## src/rtl/pc_fetch_stage.sv

```systemverilog
// rtl/pc_fetch_stage.sv - PC register and single-outstanding instruction fetch with redirect/drop.
// Optional FETCH_PERF_CNT_EN adds fetch/flush performance counters.
module pc_fetch_stage #(
  parameter int              XLEN     = 32,
  parameter logic [XLEN-1:0] RESET_PC = '0
) (
  input  logic            clk,
  input  logic            rst_n,
  input  logic            redirect_valid,
  input  logic [XLEN-1:0] redirect_target,
  output logic            imem_req_valid,
  input  logic            imem_req_ready,
  output logic [XLEN-1:0] imem_req_addr,
  input  logic            imem_rsp_valid,
  input  logic [XLEN-1:0] imem_rsp_data,
  output logic            if_valid,
  input  logic            if_ready,
  output logic [XLEN-1:0] if_pc,
  output logic [XLEN-1:0] if_instr
`ifdef FETCH_PERF_CNT_EN
  ,
  output logic [31:0]     perf_fetch_cnt,
  output logic [31:0]     perf_flush_cnt
`endif
);

  typedef enum logic [1:0] {S_IDLE, S_REQ, S_WAIT, S_HOLD} state_e;

  state_e          state_q, state_d;
  logic [XLEN-1:0] pc_q, pc_d;
  logic [XLEN-1:0] if_pc_q, if_pc_d;
  logic [XLEN-1:0] if_instr_q, if_instr_d;
  logic            drop_q, drop_d;
  logic [XLEN-1:0] tgt;

  assign tgt = redirect_target & {{(XLEN-2){1'b1}}, 2'b00};

  always_ff @(posedge clk or negedge rst_n) begin
    if (!rst_n) begin
      state_q    <= S_IDLE;
      pc_q       <= RESET_PC;
      drop_q     <= 1'b0;
      if_pc_q    <= '0;
      if_instr_q <= '0;
    end else begin
      state_q    <= state_d;
      pc_q       <= pc_d;
      drop_q     <= drop_d;
      if_pc_q    <= if_pc_d;
      if_instr_q <= if_instr_d;
    end
  end

  always_comb begin
    state_d    = state_q;
    pc_d       = pc_q;
    drop_d     = drop_q;
    if_pc_d    = if_pc_q;
    if_instr_d = if_instr_q;
    case (state_q)
      S_IDLE: begin
        state_d = S_REQ;
        if (redirect_valid) pc_d = tgt;
      end
      S_REQ: begin
        if (redirect_valid) pc_d = tgt;
        if (imem_req_ready) begin
          state_d = S_WAIT;
          drop_d  = redirect_valid;
        end
      end
      S_WAIT: begin
        if (imem_rsp_valid) begin
          // A redirect arriving with the response kills it just like a pending drop.
          if (drop_q || redirect_valid) begin
            drop_d  = 1'b0;
            state_d = S_REQ;
            if (redirect_valid) pc_d = tgt;
          end else begin
            if_pc_d    = pc_q;
            if_instr_d = imem_rsp_data;
            state_d    = S_HOLD;
          end
        end else if (redirect_valid) begin
          pc_d   = tgt;
          drop_d = 1'b1;
        end
      end
      S_HOLD: begin
        if (redirect_valid) begin
          pc_d    = tgt;
          state_d = S_REQ;
        end else if (if_ready) begin
          pc_d    = pc_q + XLEN'(4);
          state_d = S_REQ;
        end
      end
      default: state_d = S_IDLE;
    endcase
  end

  assign imem_req_valid = (state_q == S_REQ);
  assign imem_req_addr  = pc_q;
  assign if_valid       = (state_q == S_HOLD);
  assign if_pc          = if_pc_q;
  assign if_instr       = if_instr_q;

`ifdef FETCH_PERF_CNT_EN
  logic [31:0] perf_fetch_q, perf_flush_q;
  logic        flush_inc;

  // Only the first redirect of a given request/instruction counts as a flush.
  assign flush_inc = redirect_valid &&
                     ((state_q == S_HOLD) ||
                      (state_q == S_REQ && imem_req_ready) ||
                      (state_q == S_WAIT && !drop_q));

  always_ff @(posedge clk or negedge rst_n) begin
    if (!rst_n) begin
      perf_fetch_q <= '0;
      perf_flush_q <= '0;
    end else begin
      if (if_valid && if_ready) perf_fetch_q <= perf_fetch_q + 32'd1;
      if (flush_inc)            perf_flush_q <= perf_flush_q + 32'd1;
    end
  end

  assign perf_fetch_cnt = perf_fetch_q;
  assign perf_flush_cnt = perf_flush_q;
`else
  // Counters are not built in this configuration.
`endif

endmodule

```

## config.mk

```make
export PLATFORM = sky130hd
export DESIGN_NAME = pc_fetch_stage
export DESIGN_NICKNAME = d
export VERILOG_FILES = /design/src/rtl/pc_fetch_stage.sv
export SDC_FILE = /design/constraint.sdc
export NUM_CORES = 1
export LEC_CHECK = 0
export BUFFER_PORTS_ARGS = -buffer_cell sky130_fd_sc_hd__buf_2
export CAP_MARGIN = 20
export CORE_ASPECT_RATIO = 0.75
export CORE_UTILIZATION = 54
export DETAILED_ROUTE_END_ITERATION = 12
export PLACE_DENSITY_LB_ADDON = 0.3
export SLEW_MARGIN = 15
export SYNTH_ARGS = -nofsm -noshare
export SYNTH_HDL_FRONTEND = slang
export SYNTH_SLANG_ARGS = --single-unit
```

## constraint.sdc

```tcl
create_clock -name clk -period 4.05 [get_ports clk]
set_input_delay 0.405 -clock clk [delete_from_list [all_inputs] [get_ports clk]]
set_output_delay 0.405 -clock clk [all_outputs]
set_load 0.01 [all_outputs]
```

* Word level (Yosys, flattened, before mapping)
Cells that the tools add are included.
** Storage, ports and cells
- Register bits :: 99
- Output and inout bits :: 98
** Operators by class
- Add/sub/neg operators :: 1
- Equal/unequal tests :: 8
- Muxes and demuxes :: 17
- Bitwise operators :: 1
- Reduce and logical (&&, ||, !) cells :: 8
** Operator list (number)
- 2-to-1 mux 32 bit :: 5
- case mux 32 bit (3 select lines) :: 1
- adder 32 x 3 -> 32 bit, second input constant :: 1
- 2-to-1 mux 2 bit :: 5
- case mux 2 bit (4 select lines) :: 1
- != test 3 bit, second input constant :: 2
- AND reduction 3 bit :: 2
- == test 2 bit, second input constant :: 2
- 2-to-1 mux 1 bit :: 4
- AND reduction 4 bit :: 1
- != test 3 x 2 -> 1 bit, second input constant :: 1
- == test 2 x 1 -> 1 bit, second input constant :: 1
- logical NOT 2 bit :: 1
- != test 2 x 1 -> 1 bit, second input constant :: 1
- != test 2 bit, second input constant :: 1
- case mux 1 bit (2 select lines) :: 1
- AND reduction 2 bit :: 1
- nonzero test 2 bit :: 1
- OR reduction 2 bit :: 1
- logical OR 1 bit :: 1
- NOT 1 bit :: 1

* Logic depth before layout (Yosys ltp)
Gate-level depths: netlist of run 1.
- Word-level depth :: 4
- Gate-level depth with buffers :: 9

* Worst setup path before layout of run 1
OpenSTA, ideal clock, no wires.
- Path kind :: register to register
- From :: register pc_q[2], in the netlist imem_req_addr[2]
- To :: register pc_q[22], in the netlist imem_req_addr[22]
- Setup time :: 126 ps
- Data arrival time :: 2075 ps
- Path slack :: 1849 ps
- Stages on the path, launching flop included :: 6
- Buffers on the path :: 0
- Cells stage by stage :: dfrtp_1 -> ha_1 -> nand4_4 -> or4_4 -> or4b_1 -> o311a_1
** Between the ends
- Word-level cells in the longest chain between the ends :: 4
** Ends and longest elaborated chain
- from (decl) :: line 30 : logic [XLEN-1:0] pc_q, pc_d;
- from (signal assigned) :: line 47 : pc_q <= pc_d;
- adder 32 x 3 -> 32 bit :: line 94 : pc_d = pc_q + XLEN'(4);
- 2-to-1 mux 32 bit :: line 93 : end else if (if_ready) begin
- 2-to-1 mux 32 bit :: line 90 : if (redirect_valid) begin
- case mux 32 bit (3 select lines) :: line 60 : case (state_q)
No other way between the ends. The select of a mux whose other input is x is not followed.
A chain may end at the register's enable or synchronous reset.

* Worst setup path after layout of run 1
- From :: register state_q[0]
- To :: register pc_q[4], in the netlist imem_req_addr[4]
** Between the ends
- Word-level cells in the longest chain between the ends :: 3
- Elaborated cells on any way between the ends :: 9
- Classes of those cells :: 5 x eq/ne; 1 x mux; 3 x reduce/logical
** Ends and longest elaborated chain
- from (decl) :: line 29 : state_e state_q, state_d;
- from (signal assigned) :: line 46 : state_q <= state_d;
- == test 2 x 1 -> 1 bit (tied with other cells) :: line 60
- OR reduction 2 bit (no source line) (tied with other cells)
- case mux 32 bit (3 select lines) / AND reduction 2 bit (equally long branches)
Several ways; a longest one is shown, not always the timed one.

==> results.toml, run 1 <==
[critical_path]
crit_chain = "inv_1 > ha_1 > nor4bb_4 > buf_4 > or2_1 > nor2_1 > o2bb2a_1"
worstReg2RegStart = "state_q[0]$_DFFE_PN0P_"
crit_path_top_delay_cell = "buf_4"
crit_required_ps = 4280
cp-end-kind = "flop"
crit_fanout = 62
slowest_delay_ps = 580
worstSetupPathType = "reg2reg"
crit_start = "state_q[0]$_DFFE_PN0P_"
critPathLaunchType = "flop"
cp.arrival_ps = 2970

[synth]
synth_area_um2 = 4650
synth_cell_types = 58
async_reset_ff_share_pct = 100
syn_inst = 543
synth-seq-area-share_pct = 51.2
yosysWarnings = 0
synth_area_leader_cell = "dfrtp_1"
synth_top_area_share_pct = 51.2
ys_seq_elements = 95
synth_edf_count = 0
avgSynthCellArea_um2 = 8.56
synth_area_leaders = "dfrtp_1 (51%), nand2_1 (16%), a21oi_1 (2.2%)"
ys.flop_type = "dfrtp_1"

[power_and_ir_drop]
sequentialPowerShare_pct = 42.2
power.share.combinational_pct = 34.1
clkPwrFrac_pct = 23.7
leakagePower_uw = 0.00300
p_per_area_nw_per_um2 = 661
p_total_uw = 3840
max-vdd-ir-drop_uv = 446
switching_share_pct = 37.4
internal_power_uw = 2400
p_sw_uw = 1440

[finish]
antennaDiodeCount = 0
drive_gt1_share_pct = 28.9
final_common_cell = "nand2_1"
layout_common_cells = "nand2_1 (203), buf_2 (160), dfrtp_1 (95)"
nets = 760
area_delta_synth_final_pct = 24.9

[clock_network]
postCtsSetupBuffers = 0
cts_buffers = 9
cts_max_level = 3
cts_buffer_depth = 2
path_clk_slew_ps = 70
clock_latency_ps = 340
cts-hold-fix-buffers = 0
cts_resized = 0
clock-sinks = 95
root_buffer = "clkbuf_16"
cts_tree = "yes"

[worst_hold_path]
min_path_type = "in2async"

[floorplanning]
rows = 28
die_h_um = 82.3
core-area_um2 = 8130
dieArea_um2 = 8980
die_w_um = 109
initial_utilization_pct = 57.2
io_pins = 168

[timing]
skew_ps = 8.04
slew_headroom_pct = 35.0
tightest_slew_ps = 971
finalMaxSlewViolations = 0
setup_viol = 0
finalSetupTns_ps = 0
rsz0062_at_grt = "no"
fin_crit_ps = 2740
hold_viol = 0
finalCritPeriodShare_pct = 67.8
fmax_mhz = 364

[grt]
grt_max_degree = 63
grt_overflow = 0
grt_pass1_wl_um = 19300
antenna_found_initial = 0
grt_usage_pct = 28.1
grt_pass1_vias = 3965

[job]
maxCapViolCount = 0

[placement]
gp_congestion = 0.897
dp_hpwl_um = 8830
io_buffers = 161

[outcome]
status = "complete, no violations"

[route]
detail-route-antenna-nets = 0
drt-wirelength-per-cell_um = 15.8
wl_um = 12600
dr.pass1.iters = 5
via_per_inst = 5.69
drtIter0Drc = 427
route.vias.total = 4533
drc = 0
power by group through the flow:
| stage | clock network [uW] | logic, uW | registers (uW) |
|---|---|---|---|
| 3_3_place_gp | 0 | 1270 | 1610 |
| 5_1_grt | 958 | 1460 | 1670 |
| 2_1_floorplan | 0 | 595 | 1750 |
| 3_5_place_dp | 0 | 1310 | 1630 |
| 6_report | 909 | 1310 | 1620 |
| 4_1_cts | 927 | 1320 | 1610 |
layer usage:
layer  track usage, %  vias to the layer above  wire length, um
met5                0                        -                0
met4             8.92                        0              207
met3             6.36                       27             1130
met2             44.9                      222             5910
met1             38.2                     2134             5300
li1                 -                     2150                -
synth_stat cells, types with 3 or more instances:
cell type,count
or2_2,7
ha_1,4
nand3_1,14
o21ai_0,12
and4_1,5
a221oi_1,4
dfrtp_1,95
nand4_1,14
nor3_1,12
and2_1,4
or3_1,3
a21oi_1,20
o22ai_1,10
a211oi_1,4
inv_1,9
nand2_1,203
buf_2,5
a22oi_1,5
buf_4,4
nor2_1,22
a311oi_1,5
clkbuf_1,25
nor4_1,4
a31oi_1,5
registers in the layout (all words and copies together), names as in the netlist:
name	cells
if_pc	30
state_q	2
drop_q	1
if_instr	32
imem_req_addr	30
cell families (layout without fill, tap and decap cells):
logic type / Yosys count / in the layout / synth area share [%]
AND/OR/NAND/NOR: 309 / 309 / 30.3
flip-flops: 95 / 95 / 51.2
AO/OA/AOI/OAI: 83 / 83 / 12.1
buffers and inverters: 48 / 193 / 4.71
adder cells (fa/ha/maj): 4 / 4 / 1.08
multiplexers: 2 / 2 / 0.458
other: 1 / 4 / 0.0807
XOR/XNOR: 1 / 1 / 0.189
metrics by stage:
step	instances	setup WS [ps]	hold WS, ps	utilization (%)	cell area (um2)
CTS	796	1330	168	71.4	5810
detailed placement	780	1320	456	67.5	5480
global route	796	1120	210	71.4	5810
floorplan	546	1850	109	-	4660
global placement	780	1420	452	67.5	5480
finish	796	1310	145	71.4	5810
critical path, delay by kind of cell, from the launching register on:
kind	cells	cell delay, ps
DFF	1	400
and+or+nand+nor	3	900
adders and majority gates	1	330
buffers and inverters	2	670
AOI/OAI and AO/OA	1	300
worst paths after layout:
path                                                     end  slack, ps  cells past startpoint
worst max-delay path            imem_req_addr[4]$_DFFE_PN0P_       1310                      7
worst min-delay path                   if_pc[16]$_DFFE_PN0P_        140                      1
worst max register to register  imem_req_addr[4]$_DFFE_PN0P_       1310                      7
worst min register to register       if_instr[0]$_DFFE_PN0P_        470                      2
max in group asynchronous           if_instr[24]$_DFFE_PN0P_       2950                      2
min in group clk                     if_instr[5]$_DFFE_PN0P_        250                      3
final cells by class:
type	instances	area, um2
fillers	676	2320
clock buffers	10	229
inverters	10	37.5
clock inverters	6	92.6
flip-flops and latches	95	2380
repair buffers	167	853
multi-input cells	403	2080
well taps	105	131
No activity file was read; power rests on OpenSTA's default activity.
==> inputs of run 2 (changes only) <==
--- a/config.mk
+++ b/config.mk
@@ -8,7 +8,7 @@
 export BUFFER_PORTS_ARGS = -buffer_cell sky130_fd_sc_hd__buf_2
 export CAP_MARGIN = 20
 export CORE_ASPECT_RATIO = 0.75
-export CORE_UTILIZATION = 54
+export CORE_UTILIZATION = 50
 export DETAILED_ROUTE_END_ITERATION = 12
 export PLACE_DENSITY_LB_ADDON = 0.3
 export SLEW_MARGIN = 15
==> constraint.sdc (replaced) <==
create_clock -name clk -period 2.8 [get_ports clk]
set_input_delay 0.28 -clock clk [delete_from_list [all_inputs] [get_ports clk]]
set_output_delay 0.28 -clock clk [all_outputs]
set_load 0.01 [all_outputs]
==> results.toml, run 2 (synthesis gave the netlist of run 1 again) <==
[clock_network]
cts-hold-fix-buffers = 0
cts_max_level = 3
cts_resized = 0
clock_latency_ps = 350
root_buffer = "clkbuf_16"
clock-sinks = 95
cts_buffer_depth = 2
cts_tree = "yes"
postCtsSetupBuffers = 0
cts_buffers = 9
path_clk_slew_ps = 70

[placement]
place_area_um2 = 5550
io_buffers = 161
dp_hpwl_um = 8640
gp_congestion = 0.857

[route]
dr.pass1.iters = 5
detail-route-antenna-nets = 0
wl_um = 12300
drtIter0Drc = 329
route.vias.total = 4439
drt-wirelength-per-cell_um = 15.0
drc = 0
via_per_inst = 5.40

[power_and_ir_drop]
clkPwrFrac_pct = 22.6
sequentialPowerShare_pct = 42.8
p_total_uw = 5460
leakagePower_uw = 0.00302
p_per_area_nw_per_um2 = 934
p_sw_uw = 2070
internal_power_uw = 3390
power.share.combinational_pct = 34.6
switching_share_pct = 37.9
max-vdd-ir-drop_uv = 435

[critical_path]
worstReg2RegStart = "imem_req_addr[2]$_DFFE_PN0P_"
critPathLaunchType = "flop"
crit_fanout = 6
crit_required_ps = 3030
crit_start = "imem_req_addr[2]$_DFFE_PN0P_"
slowest_delay_ps = 610
crit_chain = "ha_1 > nand4_4 > or4_4 > or4b_1 > o311a_1"
cp-end-kind = "flop"
crit_path_top_delay_cell = "or4_4"
cp.arrival_ps = 2570
worstSetupPathType = "reg2reg"

[floorplanning]
dieArea_um2 = 9690
rows = 30
initial_utilization_pct = 51.4
io_pins = 168
die_w_um = 113
die_h_um = 85.5
core-area_um2 = 9050

[timing]
finalCritPeriodShare_pct = 83.7
setup_viol = 0
fmax_mhz = 427
rsz0062_at_grt = "no"
skew_ps = 5.70
slew_headroom_pct = 53.2
hold_ws_ps = -34.5
finalSetupTns_ps = 0
fin_crit_ps = 2340
tightest_slew_ps = 702
finalMaxSlewViolations = 0
hold_viol = 22

[job]
maxCapViolCount = 0

[finish]
layout_common_cells = "nand2_1 (203), buf_2 (160), dfrtp_1 (95)"
largest_reg_flops = 32
area_delta_synth_final_pct = 25.8
postLayoutCoreUtil_pct = 64.6
final_common_cell = "nand2_1"
fillCellCount = 783
drive_gt1_share_pct = 29.3
nets = 763
finalInstanceArea_um2 = 5850
antennaDiodeCount = 0

[worst_hold_path]
min_path_type = "in2async"

[grt]
grt_pass1_wl_um = 20100
antenna_found_initial = 0
grt_pass1_vias = 4037
grt_usage_pct = 26.3
grt_max_degree = 65
grt_overflow = 0

[outcome]
status = "finished with violations"
violations = "negative hold slack"
## run 2: cell types whose count changed in the layout (fill, tap and decap cells not counted)
| cell | change |
|---|---|
| buf_12 | +1 |
| buf_4 | +2 |
| bufinv_16 | -1 |
| clkinv_2 | +1 |
| clkinv_4 | +2 |
| clkinvlp_4 | -2 |
## run 2: per-stage QoR
step                setup slack (ps)  std cells
CTS                              456        822
floorplan                        599        546
global placement                 519        806
finish                           457        822
global route                     378        822
detailed placement               482        806
## run 2: cell type report
cell class,count,area (um2),area share [%]
sequential,95,2380,40.7
timing repair buffer,170,888,15.2
tap,128,160,2.74
clock buffer,10,229,3.92
clock inverter,6,70.1,1.20
multi-input combinational,403,2080,35.7
inverter,10,37.5,0.642
## run 2: critical path: cells and delay by family, from the launching register on
| kind | cells | cell delay [ps] |
|---|---|---|
| fa+ha+maj | 1 | 320 |
| compound gates | 1 | 140 |
| flops | 1 | 450 |
| simple gates | 3 | 1310 |
## run 2: worst paths after layout
path	end	slack, ps	cells after the start
min in group clk	if_instr[18]$_DFFE_PN0P_	120	3
worst max register to register	imem_req_addr[22]$_DFFE_PN0P_	460	5
worst min-delay path	if_instr[14]$_DFFE_PN0P_	-30	1
worst min register to register	if_instr[25]$_DFFE_PN0P_	470	2
worst max-delay path	imem_req_addr[22]$_DFFE_PN0P_	460	5
max in group asynchronous	if_instr[4]$_DFFE_PN0P_	2150	2
## run 2: power by group through the flow
stage,Clock [uW],Sequential (uW),Combinational [uW]
after floorplan,0,2530,860
after global placement,0,2320,1840
after detailed placement,0,2350,1890
after CTS,1260,2340,1900
after global routing,1310,2420,2120
final,1230,2340,1890
## run 2: metal layers
layer,track usage (%),vias up,part of all wire (%)
met5,0,-,0
met4,8.25,0,1.5
met3,5.30,18,6.7
met2,40.0,184,45
met1,38.0,2083,47
li1,-,2154,-
==> inputs of run 3 (changes only) <==
--- a/config.mk
+++ b/config.mk
@@ -8,7 +8,7 @@
 export BUFFER_PORTS_ARGS = -buffer_cell sky130_fd_sc_hd__buf_2
 export CAP_MARGIN = 20
 export CORE_ASPECT_RATIO = 0.75
-export CORE_UTILIZATION = 50
+export CORE_UTILIZATION = 45
 export DETAILED_ROUTE_END_ITERATION = 12
 export PLACE_DENSITY_LB_ADDON = 0.3
 export SLEW_MARGIN = 15
==> constraint.sdc (replaced) <==
create_clock -name clk -period 2.1 [get_ports clk]
set_input_delay 0.21 -clock clk [delete_from_list [all_inputs] [get_ports clk]]
set_output_delay 0.21 -clock clk [all_outputs]
set_load 0.01 [all_outputs]
==> results.toml, run 3 (synthesis gave the netlist of run 1 again) <==
[route]
detail-route-antenna-nets = 0
dr.pass1.iters = 5
route.vias.total = 4603
drtIter0Drc = 286
drc = 0
wl_um = 13600
via_per_inst = 5.38
drt-wirelength-per-cell_um = 15.9

[floorplanning]
io_pins = 168
dieArea_um2 = 10700
rows = 31
initial_utilization_pct = 47.2
die_h_um = 90.0
die_w_um = 119
core-area_um2 = 9850

[critical_path]
rr_endpoint = "imem_req_addr[27]$_DFFE_PN0P_"
critPathLaunchType = "flop"
crit_required_ps = 2360
cp-end-kind = "flop"
cp.arrival_ps = 2310
crit_fanout = 3
r2r_slack_ps = 50
ff2ff_path_depth = 6
worstSetupPathType = "reg2reg"
worstReg2RegStart = "state_q[0]$_DFFE_PN0P_"

[clock_network]
clock_latency_ps = 340
clock-sinks = 95
root_buffer = "clkbuf_16"
cts_max_level = 3
cts_buffer_depth = 2
path_clk_slew_ps = 70
cts_tree = "yes"
cts_buffers = 9

[grt]
grt_usage_pct = 26.5
antenna_found_initial = 0
grt_max_degree = 61
grt_pass1_vias = 4396
grt_overflow = 0
grt_pass1_wl_um = 22400

[placement]
gp_congestion = 0.875
dp_hpwl_um = 9820
preCtsSetupSlack_ps = 78.9
place_area_um2 = 5820
io_buffers = 161

[timing]
setup_slack_ps = 50.3
setup_viol = 0
skew_ps = 9.57
hold_viol = 0
fmax_mhz = 488
finalCritPeriodShare_pct = 97.6
tightest_slew_ps = 639
finalSetupTns_ps = 0
rsz0062_at_grt = "yes"
slew_headroom_pct = 57.4
fin_crit_ps = 2050
finalMaxSlewViolations = 0

[worst_hold_path]
whs_path_depth = 3
min_path_type = "in2reg"
min_to = "if_instr[23]$_DFFE_PN0P_"
worstHoldStart = "imem_rsp_data[23]"

[finish]
final_common_cell = "nand2_1"
finalInstanceArea_um2 = 6140
layout_common_cells = "nand2_1 (203), buf_2 (160), dfrtp_1 (92)"
nets = 793
area_delta_synth_final_pct = 32.2
antennaDiodeCount = 0
postLayoutCoreUtil_pct = 62.3
fillCellCount = 896
largest_reg_flops = 32
drive_gt1_share_pct = 32.5

[power_and_ir_drop]
internal_power_uw = 4820
p_sw_uw = 2790
switching_share_pct = 36.7
p_total_uw = 7610
max-vdd-ir-drop_uv = 623
p_per_area_nw_per_um2 = 1240
clkPwrFrac_pct = 22.5
sequentialPowerShare_pct = 39.4
power.share.combinational_pct = 38.2
leakagePower_uw = 0.00316

[outcome]
status = "complete, no violations"

[job]
maxCapViolCount = 0
## run 3: changes by cell type in the layout (fill, tap and decap cells not counted), moves of 2 or more
cell,previous run,this run
buf_4,9,35
buf_12,1,4
dfrtp_1,95,92
dfrtp_2,0,3
clkbuf_1,1,3
clkinv_4,3,1
ha_1,4,2
## run 3: worst max-delay path by stage
stage / from / endpoint / slack [ps] / depth (start not counted)
after floorplan: state_q[0]$_DFFE_PN0P_ / imem_req_addr[27]$_DFFE_PN0P_ / 10 / 8
after global placement: imem_req_addr[2]$_DFFE_PN0P_ / imem_req_addr[22]$_DFFE_PN0P_ / 90 / 5
after detailed placement: imem_req_addr[2]$_DFFE_PN0P_ / imem_req_addr[22]$_DFFE_PN0P_ / 80 / 5
after CTS: imem_req_addr[2]$_DFFE_PN0P_ / imem_req_addr[22]$_DFFE_PN0P_ / 60 / 5
after global routing: state_q[0]$_DFFE_PN0P_ / imem_req_addr[27]$_DFFE_PN0P_ / -40 / 6
final: state_q[0]$_DFFE_PN0P_ / imem_req_addr[27]$_DFFE_PN0P_ / 50 / 6
## run 3: cell type report
| type | instances | area, um2 | share of cell area [%] |
|---|---|---|---|
| clock inverter | 3 | 68.8 | 1.12 |
| multi-input combinational | 403 | 2100 | 34.2 |
| inverter | 10 | 37.5 | 0.611 |
| clock buffer | 12 | 236 | 3.85 |
| sequential | 95 | 2380 | 38.8 |
| timing repair buffer | 200 | 1150 | 18.8 |
| tap | 132 | 165 | 2.69 |
## run 3: power by group through the flow
| stage | Clock [uW] | Sequential [uW] | Combinational (uW) |
|---|---|---|---|
| after detailed placement | 0 | 3020 | 2910 |
| after CTS | 1740 | 3000 | 2920 |
| after global placement | 0 | 2990 | 2820 |
| after global routing | 1810 | 3100 | 3230 |
| final | 1710 | 3000 | 2900 |
| after floorplan | 0 | 3390 | 1160 |
## run 3: stage by stage
step | hold WS (ps) | std cells
2_1_floorplan | -85.6 | 546
3_3_place_gp | 239 | 838
3_5_place_dp | 248 | 838
4_1_cts | 51.3 | 854
5_1_grt | 55.8 | 855
6_report | 55.8 | 855
## run 3: timing repair
action                                 4_1_cts  5_1_grt
resized for setup                            0        3
setup endpoints to repair                    0       17
endpoints found under the hold margin       42        0
hold buffers                                 1        0
buffers inserted                             0        1
## run 3: per-layer routing
layer,track usage (%),vias to the layer above,wire [um]
met5,0,-,0
met4,6.88,0,153
met3,5.33,15,881
met2,41.8,156,6370
met1,37.2,2226,6160
li1,-,2206,-
## run 3: worst max-delay path: stages (launching register included)
cell and delay (ps):
dfrtp_1 390, inv_2 60, ha_2 190, and3b_1 190
or4bb_1 540, or4_1 420, a31oi_1 180
